### src/rtl/pll_reset_seq_if.sv
// pll_reset_seq_if
// Bundles the PLL-facing and downstream-facing signals of the PLL reset
// sequencer so they travel as one port.
//   pll_locked  - PLL LOCK output, asynchronous to the sequencer clock
//   pll_rst     - active-high PLL reset
//   sys_rstb    - active-low downstream reset
//   ready       - high while the sequencer is in RUN
//   lost_count  - saturating count of lock losses seen in RUN
//   retry_count - saturating count of lock-wait timeouts
// master: the sequencer side. slave: the PLL / downstream side.
interface pll_reset_seq_if #(
  parameter int CNT_W = 8
);
  logic             pll_locked;
  logic             pll_rst;
  logic             sys_rstb;
  logic             ready;
  logic [CNT_W-1:0] lost_count;
  logic [CNT_W-1:0] retry_count;

  modport master (
    input  pll_locked,
    output pll_rst,
    output sys_rstb,
    output ready,
    output lost_count,
    output retry_count
  );

  modport slave (
    output pll_locked,
    input  pll_rst,
    input  sys_rstb,
    input  ready,
    input  lost_count,
    input  retry_count
  );
endinterface

### src/rtl/pll_reset_seq.sv
// pll_reset_seq
// Sequences the pixel-clock PLL out of reset in the reference clock domain:
// holds the PLL in reset, waits for lock, requires lock to stay stable for
// LOCK_CYCLES, then releases the downstream reset. Lock loss in RUN or a
// lock-wait timeout re-sequences from HOLD.
//   clk   - reference clock
//   rstb  - asynchronous active-low reset
//   bus   - pll_reset_seq_if.master (pll_locked in; pll_rst, sys_rstb,
//           ready, lost_count, retry_count out)
// All outputs are registered and decoded from the next state, so they
// change on the same edge as the state register.
module pll_reset_seq #(
  parameter int RST_CYCLES     = 16,
  parameter int LOCK_CYCLES    = 1024,
  parameter int TIMEOUT_CYCLES = 65536,
  parameter int SYNC_STAGES    = 2,
  parameter int CNT_W          = 8
) (
  input  logic             clk,
  input  logic             rstb,
  pll_reset_seq_if.master  bus
);

  // The shared cycle counter only ever has to hold N-1 for the largest N.
  localparam int MAX_AB  = (RST_CYCLES > LOCK_CYCLES) ? RST_CYCLES : LOCK_CYCLES;
  localparam int MAX_CYC = (MAX_AB > TIMEOUT_CYCLES) ? MAX_AB : TIMEOUT_CYCLES;
  localparam int CW      = (MAX_CYC > 1) ? $clog2(MAX_CYC) : 1;

  localparam logic [CW-1:0] RST_LAST  = CW'(RST_CYCLES - 1);
  localparam logic [CW-1:0] LOCK_LAST = CW'(LOCK_CYCLES - 1);
  localparam logic [CW-1:0] TO_LAST   = CW'(TIMEOUT_CYCLES - 1);

  typedef enum logic [1:0] {
    HOLD      = 2'd0,
    WAIT_LOCK = 2'd1,
    STABLE    = 2'd2,
    RUN       = 2'd3
  } state_t;

  state_t                 state;
  state_t                 state_nxt;
  logic [CW-1:0]          cyc;
  logic [CW-1:0]          cyc_nxt;
  logic [SYNC_STAGES-1:0] sync_q;
  logic                   lock_s;
  logic                   lost_inc;
  logic                   retry_inc;
  logic                   pll_rst_q;
  logic                   sys_rstb_q;
  logic                   ready_q;
  logic [CNT_W-1:0]       lost_q;
  logic [CNT_W-1:0]       retry_q;

  // Lock synchronizer; only the last stage is visible to the FSM.
  always_ff @(posedge clk or negedge rstb) begin
    if (!rstb) begin
      sync_q <= '0;
    end else begin
      sync_q <= {sync_q[SYNC_STAGES-2:0], bus.pll_locked};
    end
  end

  assign lock_s = sync_q[SYNC_STAGES-1];

  // Next-state logic. The cycle counter restarts on every state change,
  // so a state entered at edge E is left at edge E+N when cyc reaches N-1.
  // In WAIT_LOCK the lock test comes first, so lock beats a same-cycle
  // timeout.
  always_comb begin
    state_nxt = state;
    cyc_nxt   = cyc + 1'b1;
    lost_inc  = 1'b0;
    retry_inc = 1'b0;
    case (state)
      HOLD: begin
        if (cyc == RST_LAST) begin
          state_nxt = WAIT_LOCK;
          cyc_nxt   = '0;
        end
      end
      WAIT_LOCK: begin
        if (lock_s) begin
          state_nxt = STABLE;
          cyc_nxt   = '0;
        end else if (cyc == TO_LAST) begin
          state_nxt = HOLD;
          cyc_nxt   = '0;
          retry_inc = 1'b1;
        end
      end
      STABLE: begin
        if (!lock_s) begin
          state_nxt = WAIT_LOCK;
          cyc_nxt   = '0;
        end else if (cyc == LOCK_LAST) begin
          state_nxt = RUN;
          cyc_nxt   = '0;
        end
      end
      RUN: begin
        cyc_nxt = '0;
        if (!lock_s) begin
          state_nxt = HOLD;
          lost_inc  = 1'b1;
        end
      end
      default: begin
        state_nxt = HOLD;
        cyc_nxt   = '0;
      end
    endcase
  end

  // State, counter and registered outputs. Outputs are decoded from
  // state_nxt so they line up with the state register.
  always_ff @(posedge clk or negedge rstb) begin
    if (!rstb) begin
      state      <= HOLD;
      cyc        <= '0;
      pll_rst_q  <= 1'b1;
      sys_rstb_q <= 1'b0;
      ready_q    <= 1'b0;
      lost_q     <= '0;
      retry_q    <= '0;
    end else begin
      state      <= state_nxt;
      cyc        <= cyc_nxt;
      pll_rst_q  <= (state_nxt == HOLD);
      sys_rstb_q <= (state_nxt == RUN);
      ready_q    <= (state_nxt == RUN);
      if (lost_inc && (lost_q != {CNT_W{1'b1}})) begin
        lost_q <= lost_q + 1'b1;
      end
      if (retry_inc && (retry_q != {CNT_W{1'b1}})) begin
        retry_q <= retry_q + 1'b1;
      end
    end
  end

  assign bus.pll_rst     = pll_rst_q;
  assign bus.sys_rstb    = sys_rstb_q;
  assign bus.ready       = ready_q;
  assign bus.lost_count  = lost_q;
  assign bus.retry_count = retry_q;

endmodule

### src/flat_wrapper.sv
// flat-port wrapper written by rule: the top's interface ports become plain ports
module pll_reset_seq_flat 
#(
  parameter int RST_CYCLES     = 16,
  parameter int LOCK_CYCLES    = 1024,
  parameter int TIMEOUT_CYCLES = 65536,
  parameter int SYNC_STAGES    = 2,
  parameter int CNT_W          = 8
)
  (clk, rstb, bus_pll_locked, bus_pll_rst, bus_sys_rstb, bus_ready, bus_lost_count, bus_retry_count);
  pll_reset_seq_if #(.CNT_W(CNT_W)) bus_i ();
  input  logic clk;
  input  logic rstb;
  input wire logic [$bits(bus_i.pll_locked)-1:0] bus_pll_locked;
  output wire logic [$bits(bus_i.pll_rst)-1:0] bus_pll_rst;
  output wire logic [$bits(bus_i.sys_rstb)-1:0] bus_sys_rstb;
  output wire logic [$bits(bus_i.ready)-1:0] bus_ready;
  output wire logic [$bits(bus_i.lost_count)-1:0] bus_lost_count;
  output wire logic [$bits(bus_i.retry_count)-1:0] bus_retry_count;
  assign bus_i.pll_locked = bus_pll_locked;
  assign bus_pll_rst = bus_i.pll_rst;
  assign bus_sys_rstb = bus_i.sys_rstb;
  assign bus_ready = bus_i.ready;
  assign bus_lost_count = bus_i.lost_count;
  assign bus_retry_count = bus_i.retry_count;
  pll_reset_seq #(.RST_CYCLES(RST_CYCLES), .LOCK_CYCLES(LOCK_CYCLES), .TIMEOUT_CYCLES(TIMEOUT_CYCLES), .SYNC_STAGES(SYNC_STAGES), .CNT_W(CNT_W)) u_core (.clk(clk), .rstb(rstb), .bus(bus_i));
endmodule
### config.mk
export PLATFORM = sky130hd
export DESIGN_NAME = pll_reset_seq_flat
export DESIGN_NICKNAME = d
export VERILOG_FILES = /design/src/rtl/pll_reset_seq_if.sv /design/src/rtl/pll_reset_seq.sv /design/src/flat_wrapper.sv
export SDC_FILE = /design/constraint.sdc
export NUM_CORES = 1
export LEC_CHECK = 0
export ABC_CLOCK_PERIOD_IN_PS = 3290
export CAP_MARGIN = 15
export CORE_ASPECT_RATIO = 1.25
export CORE_MARGIN = 4
export CORE_UTILIZATION = 50
export CTS_BUF_LIST = sky130_fd_sc_hd__clkbuf_8
export DETAILED_ROUTE_END_ITERATION = 10
export PLACE_DENSITY_LB_ADDON = 0.2
export SLEW_MARGIN = 30
export SYNTH_ARGS = -nofsm -noshare
export SYNTH_HDL_FRONTEND = slang
export SYNTH_SLANG_ARGS = --single-unit
### constraint.sdc
create_clock -name clk -period 3.29 [get_ports clk]
set_clock_uncertainty 0.15 [all_clocks]
set_input_delay 0.329 -clock clk [delete_from_list [all_inputs] [get_ports clk]]
set_output_delay 0.329 -clock clk [all_outputs]
set_load 0.05 [all_outputs]
# [Word-level counts from Yosys, hierarchy flattened]
# Index checks and enable logic that the tools add are counted.
[totals] register_bits=38 inputBits=3
[classes] addsub=3 n_eq_ne=9 n_mux=18 n_reduce_logical=4
[ops] op="16-bit 2-to-1 mux" n=5
[ops] op="16-bit one-hot mux with 4 select lines" n=1
[ops] op="16-bit by 1-bit adder with 16-bit output, second input constant" n=1
[ops] op="8-bit by 1-bit adder with 8-bit output, second input constant" n=2
[ops] op="16-bit by 10-bit equality test with 1-bit output, second input constant" n=1
[ops] op="16-bit equality test, second input constant" n=1
[ops] op="16-bit by 4-bit equality test with 1-bit output, second input constant" n=1
[ops] op="8-bit inequality test, second input constant" n=2
[ops] op="2-bit 2-to-1 mux" n=6
[ops] op="2-bit one-hot mux with 4 select lines" n=1
[ops] op="2-bit equality test, second input constant" n=3
[ops] op="1-bit 2-to-1 mux" n=5
[ops] op="2-bit logical NOT" n=2
[ops] op="2-bit by 1-bit equality test with 1-bit output, second input constant" n=1
[ops] op="1-bit logical AND" n=2

# [Longest topological paths before layout]
# Gate-level depths: netlist of run 1.
[depth] ltp_word=5 mapped_depth=7

# [Worst setup path before layout of run 1]
# Ideal clock, no wire load.
[synth_path] kind="reg-to-reg" start="register u_core.cyc[12]" end="register u_core.cyc[10]" setup_ps=122 arrival_ps=1973 required_time_ps=3018 path_slack_ps=1045 path_stages_with_launch=6 n_path_buf=1 period_less_slack_ps=2245 cell_sequence="dfrtp_1 > or4_4 > or4_4 > a221oi_4 > buf_6 > a21oi_1"
[synth_between] elab_chain_cells=4 word_cells_on_any_way=9
[synth_rtl] item="start: declaration" line="pll_reset_seq.sv:42" rtl="logic [CW-1:0] cyc;"
[synth_rtl] item="start signal: assignment" line="pll_reset_seq.sv:127" rtl="cyc <= cyc_nxt;"
[synth_rtl] item="16-bit by 10-bit equality test with 1-bit output / 16-bit equality test (equally long branches)" line="pll_reset_seq.sv:95, pll_reset_seq.sv:85"
[synth_rtl] item="16-bit 2-to-1 mux (on tied branches)" line="pll_reset_seq.sv:95, pll_reset_seq.sv:85"
[synth_rtl] item="16-bit 2-to-1 mux (on tied branches)" line="pll_reset_seq.sv:92, pll_reset_seq.sv:82"
[synth_rtl] item="16-bit one-hot mux with 4 select lines (*)" line="pll_reset_seq.sv:74" rtl="case (state)"
[synth_rtl] item="via u_core.cyc_nxt[10]" line="pll_reset_seq.sv:43" rtl="logic [CW-1:0] cyc_nxt;"
# The timed path passes the listed nets; every way through them passes the cells marked *.
# A chain may end at the register's enable or synchronous reset.

# [Worst setup path in the final report of run 1]
[layout_path] start="register u_core.cyc[12]" end="register u_core.cyc[1]"
# Same word-level chain as after synthesis.

==> impl_table.tex, run 1 <==
\begin{tabular}{lr}
\hline
Metric & Value \\
\hline
\multicolumn{2}{l}{\textbf{Synth}} \\
\quad Post-Synth Adder-Cell Area & 0.01982 \\
\quad EDFF count, synth & 0 \\
\quad Synthesized-area fraction occupied by and/or/nand/nor cells & 0.2127 \\
\quad Fraction of synthesis flops using an asynchronous set or reset pin & 1.000 \\
\quad Synth Flop Type & dfrtp\_1 \\
\quad Mapped Cells & 178 \\
\quad Biggest area contributors in the synthesized netlist & dfrtp\_1 49\%, xnor2\_1 8.3\%, a21oi\_1 4.2\%, xor2\_1 4.2\%, nand2\_1 3.2\% \\
\quad Cell type with the largest total area after synthesis & dfrtp\_1 \\
\quad Number of distinct library cell variants in the gate-level netlist after synthesis & 37 \\
\quad Mux contribution to synthesized area & 0.01189 \\
\quad Flop and latch count out of synthesis & 38 \\
\quad Fraction of the mapped netlist area in compound gates & 0.1044 \\
\quad Sequential cell area fraction in the yosys report & 0.5026 \\
\quad Syn nets & 184 \\
\quad Fraction of synthesized cell area in xor and xnor cells & 0.1248 \\
\quad Cell area after technology mapping & 1894 µm² \\
\quad Avg Synthesized Cell Area & 10.64 µm² \\
\quad Dominant combinational cell family by area after synthesis & simple AND/OR/NAND/NOR gates \\
\quad Area fraction of the dominant cell type after synthesis & 0.4888 \\
\quad Yosys warnings & 0 \\
\multicolumn{2}{l}{\textbf{Global routing}} \\
\quad Global-route wire length before repair & 6.782 mm \\
\quad Combined global-route utilization of all metal layers & 0.1753 \\
\quad Total overflow reported by the global router & 0 \\
\quad Initial antenna violation count & 0 \\
\quad Vias in the first global route & 1,530 \\
\quad Pin count of the biggest net entering global routing & 29 \\
\multicolumn{2}{l}{\textbf{Pwr}} \\
\quad Power density over the cells & 555.2 nW/µm² \\
\quad Switching part of the total power & 0.3552 \\
\quad Part of the power in registers & 0.481 \\
\quad LEAKAGE & 0.0009087 µW \\
\quad Part of the total power dissipated in combinational logic & 0.282 \\
\quad Internal power consumption & 790.2 µW \\
\quad Switching power summed over all nets & 435.3 µW \\
\quad Maximum vdd drop & 0.4320 mV \\
\quad Clock share of power & 0.237 \\
\multicolumn{2}{l}{\textbf{Floorplan}} \\
\quad Width of the chip & 63.06 µm \\
\quad I/O Pins & 22 \\
\quad Initial Utilization & 0.5301 \\
\quad FP Rows & 24 \\
\quad Placeable core area & 3573 µm² \\
\quad Y dimension of the die & 76.82 µm \\
\quad Die area & 4844 µm² \\
\multicolumn{2}{l}{\textbf{Timing}} \\
\quad Worst Hold Slack & 0.2040 ns \\
\quad Setup repair after global routing missed its margin & false \\
\quad Maximum clock frequency & 386.5 MHz \\
\quad Max-Slew Margin vs Limit & 0.5359 \\
\quad Setup-violating endpoint count in the final report & 0 \\
\quad Pin slew with the least headroom to its limit & 0.6961 ns \\
\quad Hold violation count in the final report & 0 \\
\quad Setup TNS & 0 ns \\
\quad Final Max Tran Viols & 0 \\
\quad Final Cycle Share & 0.7864 \\
\quad Final min period & 2.587 ns \\
\multicolumn{2}{l}{\textbf{Layout}} \\
\quad Synthesis-to-layout area growth & 16.51\% \\
\quad Commonest cells after routing, fill and taps aside & 37 x dfrtp\_1, 21 x clkdlybuf4s50\_1, 18 x xnor2\_1 \\
\quad Leading cell type in the layout, fill and taps excluded & dfrtp\_1 \\
\quad Proportion of layout cells with a drive suffix above 1 & 0.08333 \\
\quad Nets & 209 \\
\quad Finished Core Util & 0.6176 \\
\quad Fill cell count & 310 \\
\quad Number of antenna cells inserted & 0 \\
\multicolumn{2}{l}{\textbf{Worst setup path}} \\
\quad Critical Setup Path Class & reg2reg \\
\quad Critical-path cell with the highest stage delay & a221oi\_4 \\
\quad Register-to-Register Setup Slack & 0.70 ns \\
\quad Arrival time at the worst endpoint & 2.57 ns \\
\quad Max Fanout on Critical Path & 16 \\
\quad Cells along the critical path & or4\_4 -> or4\_4 -> a221oi\_4 -> a21boi\_0 \\
\quad Peak per-stage delay on the critical path & 0.67 ns \\
\quad Worst reg2reg path startpoint & u\_core.cyc[12] \\
\quad End point of the critical path & u\_core.cyc[1] \\
\quad Critical path data required time & 3.27 ns \\
\quad Capturing point of the worst reg2reg path & u\_core.cyc[1] \\
\quad Library cell appearing most often on the critical path & or4\_4 \\
\quad Timing startpoint of the critical path & u\_core.cyc[12] \\
\quad Critical path endpoint category & flip-flop \\
\quad Critical Path Source Type & flip-flop \\
\quad R2r worst-path depth & 4 \\
\multicolumn{2}{l}{\textbf{Clocking}} \\
\quad Post-CTS repair timing setup buffer count & 0 \\
\quad Clock sink count & 38 \\
\quad Clock-pin slew on the worst setup and hold paths & 0.07 ns \\
\quad Total CTS buffers & 5 \\
\quad TritonCTS clock tree & done \\
\quad Cts hold-fix bufs & 0 \\
\quad Number of buffers on the longest clock path & 2 \\
\quad Clock tree root driver cell & clkbuf\_8 \\
\quad PostCTS Resize Cnt & 0 \\
\quad H-tree Lvls & 2 \\
\quad Skew-Pair Late Insertion Delay & 0.29 ns \\
\multicolumn{2}{l}{\textbf{Routing}} \\
\quad Vias per Instance & 5.938 \\
\quad Wire length after detailed routing & 3.828 mm \\
\quad Residual DRC & 0 \\
\quad Final routed wire length divided by cell count & 15.75 µm \\
\quad Antenna Nets Post-Route & 0 \\
\quad First drt pass iteration count & 4 \\
\quad Via count of the routed design & 1,443 \\
\quad Starting DRC count in detailed routing & 43 \\
\multicolumn{2}{l}{\textbf{Run status}} \\
\quad Run status & complete, no violations \\
\multicolumn{2}{l}{\textbf{Worst hold path}} \\
\quad Type of the tightest min-delay check & reg2reg \\
\multicolumn{2}{l}{\textbf{Run}} \\
\quad Maximum capacitance violations & 0 \\
\multicolumn{2}{l}{\textbf{Placement}} \\
\quad DPL Wire Length & 2.806 mm \\
\quad Gpl congestion & 0.8808 \\
\quad Number of port buffers & 21 \\
\hline
\end{tabular}
-- synth_stat cells (all sizes together) (2+ instances only) --
cell    number
a211oi       2
a21oi       16
a41oi        2
and2         2
and3         4
and4         3
buf          4
dfrtp       37
ha           3
mux2         2
nand2       16
nand2b       3
nand3       11
nand4        8
nor2         9
nor3         5
nor4         6
o21ai        3
or4          3
xnor2       18
xor2         9
-- per-layer routing --
metal,share of wire,GRT usage,vias to the layer above,wire length (µm)
met5,0,0,-,0
met4,0.022,0.08830,0,85
met3,0.035,0.04386,8,135
met2,0.54,0.3083,29,2056
met1,0.41,0.1932,705,1551
li1,-,-,701,-
-- state kept, by name (all words and copies together), names as in the netlist --
register,count
u_core.cyc,16
u_core.bus.lost_count,8
u_core.bus.retry_count,8
u_core.state,2
u_core.sync_q,2
u_core.bus.pll_rst,1
u_core.bus.sys_rstb,1
-- how the worst min path moves through the flow --
stage                      from                       end  slack, ns  depth (start not counted)
3_3_place_gp   u_core.sync_q[0]          u_core.sync_q[1]       0.19                          0
3_5_place_dp   u_core.sync_q[0]          u_core.sync_q[1]       0.19                          0
4_1_cts        u_core.sync_q[0]          u_core.sync_q[1]       0.21                          0
2_1_floorplan              rstb  u_core.bus.lost_count[0]      -0.12                          0
5_1_grt        u_core.sync_q[0]          u_core.sync_q[1]       0.22                          0
6_report       u_core.sync_q[0]          u_core.sync_q[1]       0.20                          0
-- cell families after synthesis --
kind of cell / after synthesis
multiplexers: 2
flip-flops: 38
AND/OR/NAND/NOR: 73
XOR/XNOR: 27
buffers and inverters: 6
adder cells (fa/ha/maj): 3
AO/OA/AOI/OAI: 29
-- metrics by stage --
stage	power, µW	setup WS (ns)	area [µm²]	std cells
detailed placement	947.6	0.6927	2127	235
global route	1299	0.5790	2207	243
CTS	1240	0.6960	2207	243
global placement	924.7	0.7858	2127	235
floorplan	864.6	1.045	1894	178
finish	1225	0.7027	2207	243
-- final cells by class --
type / count / area [µm²] / share of cell area
Tap cell: 39 / 48.80 / 0.02211
Sequential cell: 38 / 952.2 / 0.4314
Multi-Input combinational cell: 134 / 897.1 / 0.4065
Inverter: 1 / 3.754 / 0.001701
Clock inverter: 3 / 11.26 / 0.005102
Timing Repair Buffer: 23 / 225.2 / 0.1020
Clock buffer: 5 / 68.82 / 0.03118
-- worst max-delay path, delay by kind of cell (launching register included) --
kind,cells,cell delay [ns]
AND/OR/NAND/NOR,2,1.00
AO/OA/AOI/OAI,2,0.85
flip-flops,1,0.42
-- power by group through the flow --
stage | clock [µW] | combinational (µW) | sequential, µW
finish | 290 | 346 | 589
global placement | 0 | 335 | 590
CTS | 299 | 351 | 589
detailed placement | 0 | 350 | 598
global route | 322 | 376 | 600
floorplan | 0 | 204 | 660
Note: power is estimated with default switching activity, not from simulation.
==> run 2, diff against run 1 <==
--- a/config.mk
+++ b/config.mk
@@ -5,7 +5,7 @@
 export SDC_FILE = /design/constraint.sdc
 export NUM_CORES = 1
 export LEC_CHECK = 0
-export ABC_CLOCK_PERIOD_IN_PS = 3290
+export ABC_CLOCK_PERIOD_IN_PS = 2100
 export CAP_MARGIN = 15
 export CORE_ASPECT_RATIO = 1.25
 export CORE_MARGIN = 4
==> constraint.sdc (replaced) <==
create_clock -name clk -period 2.1 [get_ports clk]
set_clock_uncertainty 0.15 [all_clocks]
set_input_delay 0.21 -clock clk [delete_from_list [all_inputs] [get_ports clk]]
set_output_delay 0.21 -clock clk [all_outputs]
set_load 0.05 [all_outputs]
==> run 2 against run 1 <==
The flow now finishes with violations (negative setup slack). First-iteration DRC count up 40%. Clock power up 73%. Sequential share of layout area decreased by 4.2 points. Cell area rose by 11%. Critical endpoint is now u_core.cyc[4]. Combinational power grew 110%. Highest routed layer unchanged. Routed wire length rose by 5.9%.
==> impl_table.tex, run 2 (same netlist as run 1, synthesis figures left out) <==
\begin{tabular}{lr}
\hline
Metric & Value \\
\hline
\multicolumn{2}{l}{\textbf{Run status}} \\
\quad Run status & complete, but fails checks \\
\quad Violations in the final reports & negative setup slack \\
\multicolumn{2}{l}{\textbf{Worst setup path}} \\
\quad Max Fanout on Critical Path & 6 \\
\quad Critical Setup Path Class & reg2reg \\
\quad Critical path endpoint category & flip-flop \\
\quad Capturing point of the worst reg2reg path & u\_core.cyc[4] \\
\quad Register-to-Register Setup Slack & -0.15 ns \\
\quad R2r worst-path depth & 5 \\
\quad Worst reg2reg path startpoint & u\_core.cyc[13] \\
\quad Critical Path Source Type & flip-flop \\
\quad Timing startpoint of the critical path & u\_core.cyc[13] \\
\quad Critical path data required time & 2.12 ns \\
\quad Arrival time at the worst endpoint & 2.27 ns \\
\multicolumn{2}{l}{\textbf{Clocking}} \\
\quad Number of buffers on the longest clock path & 2 \\
\quad Total CTS buffers & 5 \\
\quad H-tree Lvls & 2 \\
\quad TritonCTS clock tree & done \\
\quad Clock-pin slew on the worst setup and hold paths & 0.07 ns \\
\quad Skew-Pair Late Insertion Delay & 0.29 ns \\
\quad Clock tree root driver cell & clkbuf\_8 \\
\quad Clock sink count & 38 \\
\multicolumn{2}{l}{\textbf{Timing}} \\
\quad Setup slack of the critical path after layout & -0.1548 ns \\
\quad Pin slew with the least headroom to its limit & 0.8370 ns \\
\quad Final min period & 2.255 ns \\
\quad Maximum clock frequency & 443.5 MHz \\
\quad Final Max Tran Viols & 0 \\
\quad Max-Slew Margin vs Limit & 0.4420 \\
\quad Hold violation count in the final report & 0 \\
\quad Final Cycle Share & 1.074 \\
\quad Setup repair after global routing missed its margin & true \\
\quad Setup-violating endpoint count in the final report & 17 \\
\multicolumn{2}{l}{\textbf{Layout}} \\
\quad Area of all sequential standard cells & 952.2 µm² \\
\quad Number of antenna cells inserted & 0 \\
\quad Leading cell type in the layout, fill and taps excluded & dfrtp\_1 \\
\quad Commonest cells after routing, fill and taps aside & 37 x dfrtp\_1, 22 x buf\_4, 20 x clkdlybuf4s50\_1 \\
\quad Proportion of layout cells with a drive suffix above 1 & 0.2026 \\
\quad Nets & 232 \\
\quad Fill cell count & 281 \\
\quad Synthesis-to-layout area growth & 29.06\% \\
\quad Finished Core Util & 0.6842 \\
\quad Area of the multi-input gates & 937.1 µm² \\
\quad Max FFs per register & 16 \\
\quad Largest reg by FF count & u\_core.cyc \\
\multicolumn{2}{l}{\textbf{Run}} \\
\quad Maximum capacitance violations & 0 \\
\multicolumn{2}{l}{\textbf{Placement}} \\
\quad DPL Wire Length & 2.981 mm \\
\quad Gpl congestion & 0.8435 \\
\quad Number of port buffers & 21 \\
\quad Worst slack after detailed placement & -0.1287 ns \\
\multicolumn{2}{l}{\textbf{Floorplan}} \\
\quad Die area & 4844 µm² \\
\quad Initial Utilization & 0.5301 \\
\quad FP Rows & 24 \\
\quad Y dimension of the die & 76.82 µm \\
\quad I/O Pins & 22 \\
\quad Width of the chip & 63.06 µm \\
\quad Placeable core area & 3573 µm² \\
\multicolumn{2}{l}{\textbf{Pwr}} \\
\quad LEAKAGE & 0.001068 µW \\
\quad Maximum vdd drop & 0.4467 mV \\
\quad Power density over the cells & 859.5 nW/µm² \\
\multicolumn{2}{l}{\textbf{Global routing}} \\
\quad Met1 demand-to-capacity share in global routing & 0.2000 \\
\quad Total overflow reported by the global router & 0 \\
\quad Global-route wire length before repair & 6.810 mm \\
\quad Grt peak-use layer & met2 \\
\quad Met3 Use GR & 0.04386 \\
\quad Vias in the first global route & 1,480 \\
\quad Combined global-route utilization of all metal layers & 0.1828 \\
\quad Initial antenna violation count & 0 \\
\quad Met2 usage & 0.3126 \\
\quad Pin count of the biggest net entering global routing & 39 \\
\multicolumn{2}{l}{\textbf{Routing}} \\
\quad Final routed wire length divided by cell count & 15.24 µm \\
\quad First drt pass iteration count & 5 \\
\quad Vias per Instance & 5.774 \\
\quad Wire length after detailed routing & 4.054 mm \\
\quad Antenna Nets Post-Route & 0 \\
\quad Via count of the routed design & 1,536 \\
\quad Residual DRC & 0 \\
\quad Starting DRC count in detailed routing & 60 \\
\multicolumn{2}{l}{\textbf{Worst hold path}} \\
\quad Launch instance of the worst min-delay path & u\_core.sync\_q[0] \\
\quad Hold-critical path depth & 0 \\
\quad Worst min-delay path endpoint & u\_core.sync\_q[1] \\
\quad Type of the tightest min-delay check & reg2reg \\
\hline
\end{tabular}
run 2: cell count changes in the layout (fill, tap and decap cells not counted), sizes merged:
cell           previous run  this run
clkdlybuf4s50            21        20
clkinv                    0         1
dlygate4sd3               0         1
buf                       2        25
inv                       4         2
clkbuf                    5         6
run 2: cell type report:
cell class	instances	share of cell area
clock buffer	6	0.03378
clock inverter	2	0.003582
inverter	1	0.001535
multi-input combinational	134	0.3833
sequential	38	0.3895
tap	39	0.01996
timing repair buffer	46	0.1684
run 2: metrics by stage:
stage / instance area (µm²) / hold slack [ns] / total power, µW / setup TNS (ns) / instances
final: 2445 / 0.2147 / 2101 / -2.129 / 266
after floorplan: 1903 / -0.2356 / 1357 / -1.685 / 178
after global placement: 2277 / 0.1919 / 1575 / -1.245 / 253
after CTS: 2400 / 0.2128 / 2113 / -1.950 / 263
after detailed placement: 2277 / 0.1918 / 1596 / -1.671 / 253
after global routing: 2445 / 0.1996 / 2233 / -2.713 / 266
run 2: report_power, final:
part	total [µW]	switching, µW	internal, µW	leakage [µW]
Combinational	713	405	307	0.000504
Sequential	887	65.8	822	0.000512
Clock	502	242	260	0.0000524
Total	2100	713	1390	0.00107
run 2: critical path, stage by stage, from the launching register on:
cell and delay [ns]:
dfrtp_1 0.41, or4_4 0.52, or4_4 0.45, a221oi_4 0.33, buf_4 0.20, a21oi_1 0.07
run 2: worst max path at each step:
stage,endpoint,slack (ns),depth (start not counted)
CTS,u_core.cyc[7],-0.13,5
global placement,u_core.cyc[15],-0.09,5
global route,u_core.cyc[9],-0.18,5
floorplan,u_core.cyc[10],-0.14,5
detailed placement,u_core.cyc[1],-0.13,5
finish,u_core.cyc[4],-0.15,5
run 2: per-layer routing:
| metal | part of all wire | vias up |
|---|---|---|
| li1 | - | 741 |
| met1 | 0.40 | 741 |
| met2 | 0.52 | 43 |
| met3 | 0.042 | 11 |
| met4 | 0.035 | 0 |
| met5 | 0 | - |
run 2: what timing repair did:
item | in CTS | in global routing
setup buffers | 1 | 3
pin swaps | 0 | 6
gates resized for setup | 3 | 6
cloned | 0 | 0
hold buffers | 1 | 0
endpoints found under the hold margin | 37 | 0
endpoints found under the setup margin | 17 | 19
==> run 3, diff against run 2 <==
--- a/config.mk
+++ b/config.mk
@@ -13,6 +13,7 @@
 export CTS_BUF_LIST = sky130_fd_sc_hd__clkbuf_8
 export DETAILED_ROUTE_END_ITERATION = 10
 export PLACE_DENSITY_LB_ADDON = 0.2
+export REMOVE_ABC_BUFFERS = 1
 export SLEW_MARGIN = 30
 export SYNTH_ARGS = -nofsm -noshare
 export SYNTH_HDL_FRONTEND = slang
==> run 3 against run 2 <==
The flow still finishes with violations (negative setup slack). Worst hold slack worse by 0.019 ns. Non-clock buffer count is 4 lower. Register-to-register slack hardly changed. Sequential power hardly changed. First-iteration DRC count is 33% higher. Critical path depth stayed put. Via count is 2.4% lower. Largest cell class unchanged. Routed wire length is 0.74% higher. Clock power is 6.8% lower.
==> impl_table.tex, run 3 (same netlist as run 1, synthesis figures left out) <==
\begin{tabular}{lr}
\hline
Metric & Value \\
\hline
\multicolumn{2}{l}{\textbf{Timing}} \\
\quad Setup slack of the critical path after layout & -0.1427 ns \\
\quad Final Cycle Share & 1.068 \\
\quad Setup repair after global routing missed its margin & true \\
\quad Pin slew with the least headroom to its limit & 0.5176 ns \\
\quad Final min period & 2.243 ns \\
\quad Final Max Tran Viols & 0 \\
\quad Setup-violating endpoint count in the final report & 17 \\
\quad Hold violation count in the final report & 0 \\
\quad Worst Hold Slack & 0.1953 ns \\
\quad Maximum clock frequency & 445.9 MHz \\
\quad Max-Slew Margin vs Limit & 0.6539 \\
\multicolumn{2}{l}{\textbf{Floorplan}} \\
\quad Placeable core area & 3573 µm² \\
\quad I/O Pins & 22 \\
\quad Width of the chip & 63.06 µm \\
\quad Initial Utilization & 0.5301 \\
\quad FP Rows & 24 \\
\quad Y dimension of the die & 76.82 µm \\
\quad Die area & 4844 µm² \\
\multicolumn{2}{l}{\textbf{Layout}} \\
\quad Max FFs per register & 16 \\
\quad Nets & 228 \\
\quad Synthesis-to-layout area growth & 27.94\% \\
\quad Finished Core Util & 0.6782 \\
\quad Commonest cells after routing, fill and taps aside & 37 x dfrtp\_1, 21 x clkdlybuf4s50\_1, 18 x xnor2\_1, 18 x buf\_4, 16 x nand2\_1 \\
\quad Proportion of layout cells with a drive suffix above 1 & 0.2242 \\
\quad Largest reg by FF count & u\_core.cyc \\
\quad Leading cell type in the layout, fill and taps excluded & dfrtp\_1 \\
\quad Fill cell count & 301 \\
\quad Number of antenna cells inserted & 0 \\
\multicolumn{2}{l}{\textbf{Routing}} \\
\quad Residual DRC & 0 \\
\quad First drt pass iteration count & 4 \\
\quad Starting DRC count in detailed routing & 80 \\
\quad Antenna Nets Post-Route & 0 \\
\quad Wire length after detailed routing & 4.084 mm \\
\quad Via count of the routed design & 1,499 \\
\quad Vias per Instance & 5.721 \\
\quad Final routed wire length divided by cell count & 15.59 µm \\
\multicolumn{2}{l}{\textbf{Global routing}} \\
\quad Total overflow reported by the global router & 0 \\
\quad Global-route wire length before repair & 6.989 mm \\
\quad Initial antenna violation count & 0 \\
\quad Vias in the first global route & 1,491 \\
\quad Combined global-route utilization of all metal layers & 0.1846 \\
\quad Pin count of the biggest net entering global routing & 39 \\
\multicolumn{2}{l}{\textbf{Worst setup path}} \\
\quad Critical path data required time & 2.12 ns \\
\quad Critical Setup Path Class & reg2reg \\
\quad Critical path endpoint category & flip-flop \\
\quad Critical Path Source Type & flip-flop \\
\quad Arrival time at the worst endpoint & 2.26 ns \\
\quad Max Fanout on Critical Path & 8 \\
\multicolumn{2}{l}{\textbf{Placement}} \\
\quad Number of port buffers & 21 \\
\quad Gpl congestion & 0.7749 \\
\quad DPL Wire Length & 2.997 mm \\
\multicolumn{2}{l}{\textbf{Clocking}} \\
\quad Skew-Pair Late Insertion Delay & 0.29 ns \\
\quad Clock-pin slew on the worst setup and hold paths & 0.07 ns \\
\quad Post-CTS repair timing setup buffer count & 0 \\
\quad Total CTS buffers & 5 \\
\quad Cts hold-fix bufs & 0 \\
\quad Clock sink count & 38 \\
\quad Clock tree root driver cell & clkbuf\_8 \\
\quad Number of buffers on the longest clock path & 2 \\
\quad H-tree Lvls & 2 \\
\quad TritonCTS clock tree & done \\
\multicolumn{2}{l}{\textbf{Worst hold path}} \\
\quad Type of the tightest min-delay check & in2async \\
\multicolumn{2}{l}{\textbf{Pwr}} \\
\quad Power density over the cells & 871.9 nW/µm² \\
\quad Part of the power in registers & 0.419 \\
\quad Overall power & 2113 µW \\
\quad LEAKAGE & 0.001012 µW \\
\quad Switching power summed over all nets & 750.8 µW \\
\quad Internal power consumption & 1362 µW \\
\quad Part of the total power dissipated in combinational logic & 0.359 \\
\quad Clock share of power & 0.222 \\
\quad Switching part of the total power & 0.3553 \\
\quad Maximum vdd drop & 0.5771 mV \\
\multicolumn{2}{l}{\textbf{Run status}} \\
\quad Run status & complete, but fails checks \\
\quad Violations in the final reports & negative setup slack \\
\multicolumn{2}{l}{\textbf{Run}} \\
\quad Maximum capacitance violations & 0 \\
\hline
\end{tabular}
run 3: cell count changes in the layout (fill, tap and decap cells not counted), sizes merged:
cell,before,now
buf,25,21
clkbuf,6,5
clkdlybuf4s50,20,21
clkinv,1,2
dlygate4sd3,1,0
run 3: worst max-delay path, cell delays in order (launching register included):
cell,delay [ns]
dfrtp_1,0.39
or4_4,0.54
or4_4,0.46
a221oi_4,0.33
buf_6,0.17
a22oi_1,0.08
run 3: per-stage QoR:
step / setup WS, ns / area, µm² / instances / TNS [ns]
finish: -0.1427 / 2424 / 262 / -2.081
detailed placement: -0.1388 / 2282 / 254 / -1.780
floorplan: -0.2355 / 1853 / 173 / -3.232
global route: -0.2150 / 2424 / 262 / -3.406
CTS: -0.1382 / 2371 / 262 / -1.934
global placement: -0.08112 / 2282 / 254 / -1.031
run 3: what timing repair did:
item / in CTS / in global routing
resized for setup: 2 / 14
setup endpoints to repair: 18 / 23
pin swaps: 0 / 7
run 3: power groups by stage:
stage | sequential (µW) | clock [µW] | combinational (µW)
6_report | 885 | 468 | 760
5_1_grt | 895 | 531 | 824
4_1_cts | 885 | 484 | 697
3_5_place_dp | 899 | 0 | 694
3_3_place_gp | 891 | 0 | 671
2_1_floorplan | 1060 | 0 | 243
run 3: worst paths after layout:
kind                                  start                        end  slack [ns]  cells after the start
max                          u_core.cyc[12]             u_core.cyc[15]       -0.14                      5
min                                    rstb  u_core.bus.retry_count[2]        0.20                      2
max reg2reg                  u_core.cyc[12]             u_core.cyc[15]       -0.14                      5
min reg2reg                u_core.sync_q[0]           u_core.sync_q[1]        0.21                      0
max in group asynchronous              rstb         u_core.bus.pll_rst        1.25                      2
min in group clk             bus_pll_locked           u_core.sync_q[0]        0.20                      1
run 3: layout make-up:
class	instances	area (µm²)	share of cell area
inverters	1	3.754	0.001549
flip-flops and latches	38	952.2	0.3929
well taps	39	48.80	0.02013
multi-input cells	134	948.4	0.3913
clock inverters	3	13.76	0.005679
clock buffers	5	68.82	0.02839
repair buffers	42	387.9	0.1600
run 3: routing by layer:
metal / GRT usage / routed length [µm]
met5: 0 / 0
met4: 0.07285 / 68
met3: 0.04971 / 163
met2: 0.3136 / 2129
met1: 0.2194 / 1723
